File: src/rtl/iter_array_multiplier.sv
// Sequential WIDTH x WIDTH shift-and-add multiplier, one partial-product row per clock,
// valid/ready on both sides. Define ITER_MUL_SIGNED_EN for per-operation two's-complement mode.
module iter_array_multiplier #(
   parameter int WIDTH = 4
) (
   input  logic               clk,
   input  logic               rst,
   input  logic               in_valid,
   output logic               in_ready,
   input  logic [WIDTH-1:0]   a,
   input  logic [WIDTH-1:0]   b,
`ifdef ITER_MUL_SIGNED_EN
   input  logic               in_signed,
`endif
   output logic               out_valid,
   input  logic               out_ready,
   output logic [2*WIDTH-1:0] out_p,
   output logic               busy
);

   localparam int CW = (WIDTH > 2) ? $clog2(WIDTH) : 1;

   typedef enum logic [1:0] {
      IDLE = 2'd0,
      BUSY = 2'd1,
      DONE = 2'd2
   } state_t;

   state_t               r_state;
   state_t               w_state_nxt;
   logic [WIDTH-1:0]     r_a;
   logic [WIDTH-1:0]     r_b;
   logic [2*WIDTH-1:0]   r_acc;
   logic [CW-1:0]        r_cnt;
   logic                 w_accept;
   logic                 w_done_take;
   logic                 w_last_row;
   logic [2*WIDTH-1:0]   w_ext_a;
   logic [2*WIDTH-1:0]   w_row;
   logic [2*WIDTH-1:0]   w_acc_nxt;

`ifdef ITER_MUL_SIGNED_EN
   logic                 r_sgn;
`endif

   assign w_accept    = in_valid && (r_state == IDLE);
   assign w_done_take = out_ready && (r_state == DONE);
   assign w_last_row  = (r_cnt == CW'(WIDTH-1));

   always_comb begin
      w_state_nxt = r_state;
      case (r_state)
         IDLE:    if (w_accept)    w_state_nxt = BUSY;
         BUSY:    if (w_last_row)  w_state_nxt = DONE;
         DONE:    if (w_done_take) w_state_nxt = IDLE;
         default: w_state_nxt = IDLE;
      endcase
   end

   always_ff @(posedge clk or posedge rst) begin
      if (rst) r_state <= IDLE;
      else     r_state <= w_state_nxt;
   end

   // Single adder row: the shifted multiplicand is added when the current multiplier bit is set.
   // In signed mode the top row carries negative weight, so it is subtracted instead.
`ifdef ITER_MUL_SIGNED_EN
   assign w_ext_a = r_sgn ? {{WIDTH{r_a[WIDTH-1]}}, r_a} : {{WIDTH{1'b0}}, r_a};
   assign w_row   = w_ext_a << r_cnt;

   always_comb begin
      w_acc_nxt = r_acc;
      if (r_b[r_cnt]) begin
         if (r_sgn && w_last_row) w_acc_nxt = r_acc - w_row;
         else                     w_acc_nxt = r_acc + w_row;
      end
   end
`else
   assign w_ext_a = {{WIDTH{1'b0}}, r_a};
   assign w_row   = w_ext_a << r_cnt;

   always_comb begin
      w_acc_nxt = r_acc;
      if (r_b[r_cnt]) w_acc_nxt = r_acc + w_row;
   end
`endif

   always_ff @(posedge clk or posedge rst) begin
      if (rst) begin
         r_a   <= '0;
         r_b   <= '0;
         r_acc <= '0;
         r_cnt <= '0;
      end else begin
         case (r_state)
            IDLE: begin
               if (w_accept) begin
                  r_a   <= a;
                  r_b   <= b;
                  r_acc <= '0;
                  r_cnt <= '0;
               end
            end
            BUSY: begin
               r_acc <= w_acc_nxt;
               if (!w_last_row) r_cnt <= r_cnt + 1'b1;
            end
            default: ;
         endcase
      end
   end

`ifdef ITER_MUL_SIGNED_EN
   always_ff @(posedge clk or posedge rst) begin
      if (rst)           r_sgn <= 1'b0;
      else if (w_accept) r_sgn <= in_signed;
   end
`endif

   assign in_ready  = (r_state == IDLE);
   assign out_valid = (r_state == DONE);
   assign busy      = (r_state == BUSY);
   assign out_p     = r_acc;

endmodule

File: config.mk
export PLATFORM = sky130hd
export DESIGN_NAME = iter_array_multiplier
export DESIGN_NICKNAME = d
export VERILOG_FILES = /design/src/rtl/iter_array_multiplier.sv
export SDC_FILE = /design/constraint.sdc
export NUM_CORES = 1
export LEC_CHECK = 0
export ABC_AREA = 0
export BUFFER_PORTS_ARGS = -buffer_cell sky130_fd_sc_hd__buf_2
export CAP_MARGIN = 5
export CORE_UTILIZATION = 50
export CTS_CLUSTER_DIAMETER = 100
export DETAILED_ROUTE_END_ITERATION = 10
export HOLD_SLACK_MARGIN = 0.08
export MAX_ROUTING_LAYER = met4
export PLACE_DENSITY = 0.84
export SLEW_MARGIN = 0
export SYNTH_ARGS = -nofsm -noshare
export SYNTH_HDL_FRONTEND = slang
export SYNTH_SLANG_ARGS = --single-unit
File: constraint.sdc
create_clock -name clk -period 2.9 [get_ports clk]
set_clock_uncertainty 0.1 [all_clocks]
set_input_delay 0.58 -clock clk [delete_from_list [all_inputs] [get_ports clk]]
set_output_delay 0.58 -clock clk [all_outputs]
set_load 0.01 [all_outputs]
==> results.sh <==
export IMPL_grt_pass1_wl_um=4010
export IMPL_antenna_found_initial=0
export IMPL_yosys_warnings=0
export IMPL_clkLatencyLatePin_ns=0.30
export IMPL_power_density_nw_per_um2=1230
export IMPL_report_final_slew_viol_count=0
export IMPL_vias_per_cell=5.59
export IMPL_period_share_pct=81.1
export IMPL_maxCapViolCount=0
export IMPL_start_kind="flip-flop"
export IMPL_multi_input_area_um2=647
export IMPL_drtIter0Drc=16
export IMPL_holdWs_ns=0.281
export IMPL_min_period_ns=2.35
export IMPL_dpl_hpwl_um=1730
export IMPL_area_growth_pct=14.9
export IMPL_hold_class="in -> async"
export IMPL_met3_usage_pct=6.36
export IMPL_clk_pin_slew_ns=0.12
export IMPL_total_leakage_power_uw=0.000699
export IMPL_num_vias=933
export IMPL_grtUsageMet1_pct=25.0
export IMPL_dieWidth_um=50.7
export IMPL_antennaDiodeCount=0
export IMPL_cts_setup_buffers=0
export IMPL_htreeDepth=1
export IMPL_synthesis_area_um2=1190
export IMPL_drtPass1Iterations=4
export IMPL_r2r_cells=8
export IMPL_cts_sinks=20
export IMPL_die_area_um2=2570
export IMPL_grt_overflow_total=0
export IMPL_fmax_mhz=425
export IMPL_grt_pass1_vias=950
export IMPL_grt_max_degree=21
export IMPL_hold_violations=0
export IMPL_critPathArrivalTime_ns=2.49
export IMPL_setup_viol=0
export IMPL_drc_errors=0
export IMPL_syn_area_per_cell_um2=10.1
export IMPL_tightestPinTransition_ns=0.749
export IMPL_max_vdd_ir_drop_mv=0.834
export IMPL_io_pins=23
export IMPL_synth_ff_latch_count=20
export IMPL_required_ns=3.04
export IMPL_slew_headroom_pct=50.0
export IMPL_ys_types=33
export IMPL_synth_edff_count=0
export IMPL_synth_area_leaders="dfrtp_1 (42%), mux2_2 (8.5%), ha_1 (8.4%)"
export IMPL_yosysSeqAreaShare_pct=42.1
export IMPL_regArea_um2=500
export IMPL_synth_cells=117
export IMPL_r2r_end="out_p[7]"
export IMPL_rrSetupSlack_ns=0.55
export IMPL_synth_top_area_share_pct=42.1
export IMPL_status="complete, no violations"
export IMPL_post_synth_top_count_cell="dfrtp_1"
export IMPL_synth_ff_type="dfrtp_1"
export IMPL_cts_buffers=3
export IMPL_cts_tree="done"
export IMPL_rr_startpoint="r_cnt[1]"
export IMPL_layout_drive_gt1_share_pct=28.1
export IMPL_globalRouteMet2Util_pct=38.7
export IMPL_drt_wl_total_um=2300
export IMPL_nNetsFinal=161
export IMPL_ys_top_cells_by_count="dfrtp_1 (20), nand2_1 (16), mux2_2 (9), nand3_1 (9), ha_1 (8)"
export IMPL_setup_total_negative_slack_ns=0
export IMPL_cp_max_fo=10
export IMPL_rows=17
export IMPL_cts_path_max_buffers=2
export IMPL_busiest_layer="met2"
export IMPL_start_util_pct=53.2
export IMPL_core_area_um2=2230
export IMPL_ant_nets=0
export IMPL_wl_per_cell_um=13.8
export IMPL_nFillCells=201
export IMPL_root_buffer="clkbuf_4"
export IMPL_cp_end_kind="flip-flop"
export IMPL_synth_nets=138
export IMPL_routabilityCongestion=0.892
export IMPL_rsz0062_at_grt="false"
export IMPL_crit_type="reg -> reg"
export IMPL_synth_top_area_cell="dfrtp_1"
export IMPL_ctsHoldBuffers=0
export IMPL_cts_resized=0
export IMPL_grt_util_all_layers_pct=21.6
export IMPL_portBuffers=22
export IMPL_async_flop_share_pct=100
export IMPL_fp_dieH_um=50.7
placed cells by master, fill, tap and decap left out:
master	instances
nor3b_1	1
ha_1	8
and2_4	1
fa_1	1
o21ai_2	1
a22o_1	1
mux2_2	9
buf_2	22
xnor2_1	2
o22ai_1	1
a21boi_0	1
nor2b_1	1
nand2b_1	1
nor2_1	7
o31ai_1	1
inv_1	4
a211o_1	2
nand3_1	9
inv_2	1
a211oi_1	1
dfrtp_1	20
mux4_2	1
and3b_1	1
nand2_1	16
o211ai_1	2
a21oi_1	5
and3_1	1
mux2i_1	5
a21o_1	2
clkbuf_4	3
a2111o_1	1
bufinv_16	1
o21ai_0	6
metrics by stage:
stage	cells	total power [µW]	setup WS [ns]	cell area (µm²)	utilization (%)
CTS	167	1690	0.565	1360	61.1
global placement	163	1400	0.676	1310	58.7
floorplan	117	1250	0.641	1190	-
finish	167	1680	0.548	1360	61.1
global route	167	1830	0.409	1360	61.1
detailed placement	163	1450	0.597	1310	58.7
critical path, stage by stage (launching register included):
cell     delay [ns]
dfrtp_1        0.56
mux2_2         0.39
nand2_1        0.06
o21ai_0        0.11
ha_1           0.35
a21oi_1        0.23
o21ai_0        0.15
o21ai_2        0.15
mux2i_1        0.19
where the power goes:
part	internal, µW	total (µW)	switching (µW)	leakage, µW
clock network	140	230	90.2	0.0000279
logic	425	917	491	0.000422
registers	404	535	131	0.000250
total	969	1680	713	0.000699
cell families after synthesis:
logic type,after synthesis,share of synthesized area (%)
adders and majority gates,9,10.1
buffers and inverters,9,3.37
AOI/OAI and AO/OA,24,13.5
and+or+nand+nor,38,14.8
DFF,20,42.1
muxes,15,14.6
xor gates and xnor gates,2,1.48
flip-flops by register name (all words and copies together) (netlist names):
register and cells:
r_state 2, r_cnt 2, r_a 4, out_p 8, r_b 4
how the worst max path moves through the flow:
stage          endpoint  slack, ns  startpoint  depth (start not counted)
3_3_place_gp   out_p[7]       0.68    r_cnt[1]                          8
4_1_cts        out_p[6]       0.57    r_cnt[0]                          7
3_5_place_dp   out_p[7]       0.60    r_cnt[1]                          8
5_1_grt        out_p[7]       0.41    r_cnt[1]                          8
2_1_floorplan  out_p[6]       0.64    r_cnt[0]                          8
6_report       out_p[7]       0.55    r_cnt[1]                          8
final cells by class:
class | instances | share of cell area (%)
well taps | 28 | 2.57
flip-flops and latches | 20 | 36.7
clock buffers | 3 | 1.65
inverters | 5 | 1.38
repair buffers | 22 | 8.07
multi-input cells | 88 | 47.4
clock inverters | 1 | 2.20
layer usage:
metal	part of all wire (%)	vias to the layer above	wire (µm)
met5	0	-	0
met4	0	0	0
met3	3.6	0	83
met2	51	21	1180
met1	45	446	1030
li1	-	466	-
(Power assumes the default switching activity.)
